`src/rtl/approx_avg_window.sv`:
```
// Sliding-window approximate-average filter with a 2-stage pipeline.
// Optional synchronous window clear is enabled by defining AVG_WINDOW_CLR_EN.
module approx_avg_window #(
    parameter  int DW    = 8,
    parameter  int DEPTH = 9,
    parameter  int SHIFT = 3,
    localparam int SW    = DW + $clog2(DEPTH + 1),
    localparam int YW    = DW + $clog2(2 * DEPTH) - SHIFT
) (
    input  logic          clk,
    input  logic          reset,
    input  logic          in_valid,
    input  logic [DW-1:0] X,
`ifdef AVG_WINDOW_CLR_EN
    input  logic          clr,
`endif
    output logic          out_valid,
    output logic [YW-1:0] Y
);

    localparam int CW = $clog2(DEPTH + 1);

    logic          clr_now;
`ifdef AVG_WINDOW_CLR_EN
    assign clr_now = clr;
`else
    assign clr_now = 1'b0;
`endif

    logic [DW-1:0]    win_p0 [DEPTH];
    logic [SW-1:0]    sum_p0;
    logic [CW-1:0]    fill_p0;

    logic [DW-1:0]    win_nx [DEPTH];
    logic [SW-1:0]    sum_nx;
    logic [CW-1:0]    fill_nx;
    logic [SW-1:0]    avg_nx;
    logic [DEPTH-1:0] flags_nx;

    logic [DEPTH-1:0] flags_p1;
    logic             vld_p1;

    logic [DW-1:0]    x_appr;
    logic [SW:0]      acc_p2;

    // Keeps the low YW bits of the scaled accumulator.
    function automatic logic [YW-1:0] scale_out(input logic [SW:0] acc);
        logic [SW:0] shifted;
        shifted = acc >> SHIFT;
        return shifted[YW-1:0];
    endfunction

    // Stage 0 -> 1: next window, running sum, fill count and flags against the new average
    always_comb begin
        for (int i = 0; i < DEPTH; i++) begin
            win_nx[i] = clr_now ? '0 : win_p0[i];
        end
        sum_nx  = clr_now ? '0 : sum_p0;
        fill_nx = clr_now ? '0 : fill_p0;
        if (in_valid) begin
            sum_nx = sum_nx - {{(SW-DW){1'b0}}, win_nx[DEPTH-1]} + {{(SW-DW){1'b0}}, X};
            for (int i = DEPTH - 1; i > 0; i--) begin
                win_nx[i] = win_nx[i-1];
            end
            win_nx[0] = X;
            if (fill_nx != CW'(DEPTH)) begin
                fill_nx = fill_nx + CW'(1);
            end
        end
        avg_nx = sum_nx / SW'(DEPTH);
        for (int i = 0; i < DEPTH; i++) begin
            flags_nx[i] = {{(SW-DW){1'b0}}, win_nx[i]} > avg_nx;
        end
    end

    // Stage 1 -> 2: largest unflagged sample, then sum + DEPTH*x_appr
    always_comb begin
        x_appr = '0;
        for (int i = 0; i < DEPTH; i++) begin
            if (!flags_p1[i] && (win_p0[i] > x_appr)) begin
                x_appr = win_p0[i];
            end
        end
        acc_p2 = {1'b0, sum_p0} + ((SW+1)'(DEPTH) * {{(SW+1-DW){1'b0}}, x_appr});
    end

    always_ff @(posedge clk) begin
        if (reset) begin
            for (int i = 0; i < DEPTH; i++) begin
                win_p0[i] <= '0;
            end
            sum_p0    <= '0;
            fill_p0   <= '0;
            flags_p1  <= '0;
            vld_p1    <= 1'b0;
            out_valid <= 1'b0;
            Y         <= '0;
        end else begin
            if (in_valid || clr_now) begin
                win_p0  <= win_nx;
                sum_p0  <= sum_nx;
                fill_p0 <= fill_nx;
            end
            if (in_valid) begin
                flags_p1 <= flags_nx;
            end
            vld_p1    <= in_valid && (fill_nx == CW'(DEPTH));
            out_valid <= vld_p1;
            if (vld_p1) begin
                Y <= scale_out(acc_p2);
            end
        end
    end

endmodule

```
`config.mk`:
```
export PLATFORM = sky130hd
export DESIGN_NAME = approx_avg_window
export DESIGN_NICKNAME = d
export VERILOG_FILES = /design/src/rtl/approx_avg_window.sv
export SDC_FILE = /design/constraint.sdc
export NUM_CORES = 1
export LEC_CHECK = 0
export ABC_AREA = 1
export CELL_PAD_IN_SITES_DETAIL_PLACEMENT = 0
export CELL_PAD_IN_SITES_GLOBAL_PLACEMENT = 2
export CORE_ASPECT_RATIO = 0.6
export CORE_UTILIZATION = 37
export CTS_BUF_LIST = sky130_fd_sc_hd__clkbuf_4 sky130_fd_sc_hd__clkbuf_8
export DETAILED_ROUTE_END_ITERATION = 16
export PLACE_DENSITY_LB_ADDON = 0.1
export SYNTH_ARGS = -nofsm -noshare
export SYNTH_HDL_FRONTEND = slang
export SYNTH_SLANG_ARGS = --single-unit
```
`constraint.sdc`:
```
create_clock -name clk -period 14.4 [get_ports clk]
set_clock_uncertainty 0.2 [all_clocks]
set_input_delay 1.44 -clock clk [delete_from_list [all_inputs] [get_ports clk]]
set_output_delay 1.44 -clock clk [all_outputs]
set_load 0.01 [all_outputs]
```
* Word-level counts from Yosys, hierarchy flattened
Cells that the tools add are included.
** Cells by class
- Add/subtract/negate cells :: 4
- Order comparisons :: 18
- Eq/ne operators :: 2
- Div/mod/pow operators :: 1
- Mux-type cells :: 13
- Reductions and logical operators :: 19
- Multiply operators :: 1
** Operators by type and width (count)
- $gt 8x12->1 :: 9
- $mux 72 :: 1
- $mux 8 :: 9
- $gt 8x8->1 :: 8
- $add 12x12->13 :: 1
- $add 12x8->12 :: 1
- $div 12x4->12 const B :: 1
- $mul 4x8->12 const A :: 1
- $mux 12 :: 1
- $sub 12x8->12 :: 1
- $logic_and 1x1->1 :: 10
- $logic_not 1->1 :: 9
- $gt 8x1->1 const B :: 1
- $mux 4 :: 2
- $add 4x1->4 const B :: 1
- $eq 4x4->1 const B :: 1
- $ne 4x4->1 const B :: 1
** Storage, ports and cells
- Word-level logic and storage cells :: 73
- Bits of input ports :: 11
- Output and inout port bits :: 11
- Flip-flop bits (word level) :: 109

* Logic depth before layout (Yosys ltp)
- Word-level depth :: 29
- Gate-level depth with buffers :: 102
- Gate-level depth less buffers :: 101

* Worst setup path before layout
Ideal clock, no wire load.
- Path type :: reg-to-reg
- From :: register win_p0[70] in the netlist's numbering
- To :: register Y[8]
- Stages on the path, launching flop included :: 87
- Arrival :: 12.549 ns
- Buffers on the path :: 8
- Required time :: 14.085 ns
- Setup time :: 0.115 ns
- Clock period less this slack :: 12.865 ns
- Path slack :: 1.535 ns
- Cell sequence :: dfxtp_1 nor2_1 nand2_1 o21ai_2 inv_1 nand2_1 ha_1 a21o_1 nor2_1 nand2_2 nand2_2 clkbuf_1 o21ai_0 ha_1 nand2_1 nor2_1 nand3_1 a21oi_1 [... 51 more ...] o221ai_1 nand2_1 inv_1 clkbuf_1 o21ai_0 ha_1 inv_1 fa_1 inv_1 ha_1 nand2_1 o21ai_0 a221oi_1 nand2_1 nand2_1 nand2_1 o21ai_0 inv_1
** Between the ends
- Longest elaborated chain between the ends :: 29
** RTL lines
- start, declared :: line 30 : logic [DW-1:0] win_p0 [DEPTH];
- start signal, assigned :: line 100 : win_p0 <= win_nx;
- $gt 8x1->1 :: line 80 : if (!flags_p1[i] && (win_p0[i] > x_appr)) begin
- $logic_and 1x1->1 :: line 80
- $mux 8 (*) :: line 80
- $gt 8x8->1 :: line 80
- $logic_and 1x1->1 :: line 80
- $mux 8 (*) :: line 80
- $gt 8x8->1 :: line 80
- $logic_and 1x1->1 :: line 80
- [... 13 more ...]
- $gt 8x8->1 :: line 80
- $logic_and 1x1->1 :: line 80
- $mux 8 (*) :: line 80
- $gt 8x8->1 :: line 80
- $logic_and 1x1->1 :: line 80
- $mux 8 (*) :: line 80
- $mul 4x8->12 (*) :: line 84 : acc_p2 = {1'b0, sum_p0} + ((SW+1)'(DEPTH) * {{(SW+1-DW){1'b0}}, x_appr});
- $add 12x12->13 (*) :: line 84
- end signal, assigned :: line 110 : Y <= scale_out(acc_p2);
- end, declared :: line 18 : output logic [YW-1:0] Y
Every way passes the cells marked *; elsewhere a longest branch is shown, timed or not.
A chain may end at the register's enable or synchronous reset.

* Final worst setup path
- From :: register win_p0[70] in the netlist's numbering
- To :: register Y[3]
Same word-level chain as after synthesis.

==> qor.csv <==
stage;metric;value;unit
hold_path;hp-start;flags_p1[0];
sta;drv_slew;0;
run_status;status;complete, no violations;
global_route;grt_overflow_total;0;
sta;relSlewSlack;0.332;
worst_setup_path;worst_r2r_path_depth;84;
worst_setup_path;crit_slowest_cell;fa_1;
logic_synthesis;synth_edf_count;0;
die;coreArea;27600;um^2
hold_path;min_to;flags_p1[0];
route;detail_route.wl_per_cell;17.5;um
clock_tree;worstSkewPairLatency;450;ps
sta;fmaxAchievable;0.0745;GHz
sta;finalCritPeriodShare;0.933;
clock_tree;cts_max_path_buffers;2;
placement;place_congestion;0.854;
global_route;grt_usage;0.242;
sta;layout_setup_ws;970;ps
route;drt-pass1-iter-count;5;
global_route;grt_max_degree;75;
logic_synthesis;synth.most_common_cell;nand2_1;
logic_synthesis;yosys_warnings;0;
logic_synthesis;avgSynthCellArea;6.68;um^2
clock_tree;cts-hold-fix-buffers;0;
logic_synthesis;ys.flop_type;dfxtp_1;
route;drc;0;
final_layout;layout-drive-gt1-share;0.111;
clock_tree;numCtsBuffers;9;
worst_setup_path;critPathCaptureType;flop;
clock_tree;clock-sinks;109;
die;die_h;132;um
worst_setup_path;crit_top_cell;ha_1;
worst_setup_path;arrival;13590;ps
die;start_util;0.378;
final_layout;design_area;11600;um^2
route;viasPerCell;5.10;
worst_setup_path;rr_startpoint;win_p0[70];
sta;period_needed;13430;ps
worst_setup_path;worstSetupStartpointType;flop;
worst_setup_path;ff2ff_setup_slack;970;ps
route;wirelength;34300;um
global_route;antenna_found_initial;1;
logic_synthesis;syn_inst;1565;
logic_synthesis;async_reset_ff_frac;0;
clock_tree;clockRootBuffer;clkbuf_8;
sta;finalSetupViolations;0;
placement;dp_slack;-327;ps
worst_setup_path;cp_data_required_time;14560;ps
logic_synthesis;synth_top_cell_by_area;dfxtp_1;
worst_setup_path;path_class;reg -> reg;
run;maxCapViolCount;0;
final_layout;diodes;0;
final_layout;flow.area_growth_from_synthesis;11.0;%
placement;hpwl;26200;um
worst_setup_path;slowest_delay;500;ps
die;die-width;219;um
die;die-area;28900;um^2
clock_tree;cts_tree;built;
sta;tightest_slew;1000;ps
route;vias;9985;
placement;io_buffers;21;
sta;fin_setup_tns;0;ps
worst_setup_path;reg2reg_to;Y[3];
hold_path;hold_depth;2;
logic_synthesis;synth_seq_cells;109;
clock_tree;clk_pin_slew_worst_paths;140;ps
logic_synthesis;syn_area;10500;um^2
clock_tree;htreeDepth;3;
logic_synthesis;ys_types;50;
placement;post_dp_cell_area;11000;um^2
logic_synthesis;synthTopCellsByCount;455 x nand2_1, 169 x inv_1, 162 x ha_1;
route;drt_iter0_markers;726;
logic_synthesis;ys_seq_area_frac;0.209;
sta;whs;328;ps
logic_synthesis;synth.area.top_cells;dfxtp_1 21%, ha_1 19%, nand2_1 16%;
final_layout;fin_nets;1773;
die;row_count;47;
global_route;grt_pass1_vias;9274;
sta;finalHoldViolations;0;
logic_synthesis;synth_nets;1751;
global_route;grt_pass1_wl;53000;um
logic_synthesis;synth.top_cell.area_share;0.209;
worst_setup_path;crit_fanout;15;
hold_path;hp-class;reg -> reg;
die;io-pin-count;22;
route;postRouteAntennaNets;0;
==> stage by stage <==
| step | utilization | instances |
|---|---|---|
| 2_1_floorplan | - | 1565 |
| 3_3_place_gp | 0.399 | 1923 |
| 3_5_place_dp | 0.399 | 1923 |
| 4_1_cts | 0.408 | 1939 |
| 5_1_grt | 0.420 | 1959 |
| 6_report | 0.420 | 1959 |
==> area by class of cell <==
class,count,area [um^2]
Clock inverter,7,113
Multi-Input combinational cell,1230,7590
Timing Repair inverter,1,7.51
Inverter,188,723
Timing Repair Buffer,48,408
Fill cell,2990,16000
Sequential cell,109,2180
Tap cell,367,459
Clock buffer,9,124
==> per-layer routing <==
metal	GRT usage	wire (um)	share of wire	vias up
met5	0	0	0	-
met4	0.0324	238	0.0069	0
met3	0.0466	1660	0.048	15
met2	0.299	11800	0.34	177
met1	0.414	20600	0.60	4578
li1	-	-	-	5215
==> logic make-up (layout without fill, tap and decap cells) <==
| kind of cell | count (synthesis) | count (layout) | synth area share |
|---|---|---|---|
| xor+xnor | 21 | 21 | 0.0183 |
| flops | 109 | 109 | 0.209 |
| fa+ha+maj | 175 | 175 | 0.219 |
| buf+inv | 230 | 253 | 0.0864 |
| compound gates | 299 | 299 | 0.164 |
| simple gates | 731 | 735 | 0.304 |
==> worst max-delay path: cells and delay by family, from the launching register on <==
kind / cells / cell delay [ps]
compound gates: 26 / 4220
buf+inv: 13 / 1370
simple gates: 34 / 3700
flops: 1 / 360
fa+ha+maj: 11 / 3470
==> worst max path at each step <==
stage / slack (ps) / endpoint / from
3_5_place_dp: -330 / Y[8] / win_p0[66]
6_report: 970 / Y[3] / win_p0[70]
4_1_cts: 6 / Y[8] / win_p0[67]
2_1_floorplan: 1540 / Y[8] / win_p0[70]
3_3_place_gp: -190 / Y[8] / win_p0[67]
5_1_grt: -80 / Y[8] / win_p0[69]
==> state kept, by name, indices dropped and copies added, names as in the netlist <==
name	count
Y	10
fill_p0	4
flags_p1	9
out_valid	1
sum_p0	12
vld_p1	1
win_p0	72
==> timing repair <==
| item | in CTS | in global routing |
|---|---|---|
| buffers inserted | 0 | 15 |
| gates resized for setup | 12 | 64 |
| endpoints found under the hold margin | 0 | 0 |
| gates cloned | 0 | 5 |
| endpoints found under the setup margin | 5 | 10 |
| pin swaps | 0 | 16 |
==> cells in the final DEF, fill, tap and decap left out, types with 14 or more instances in the layout <==
cell type,netlist,layout
nand2_1,455,452
inv_1,169,167
ha_1,162,162
a21oi_1,138,134
dfxtp_1,109,107
nor2_1,96,93
nand3_1,79,79
o21ai_0,90,60
nand2_2,36,34
buf_4,0,28
o21ai_1,4,24
nand4_1,23,23
nand2_4,11,20
clkdlybuf4s50_1,0,19
o21ai_2,7,15
xor2_1,14,14
Power is left out: the tool's default activity adds up to more than one toggle a clock period on the data nets, which glitch-free logic cannot reach.
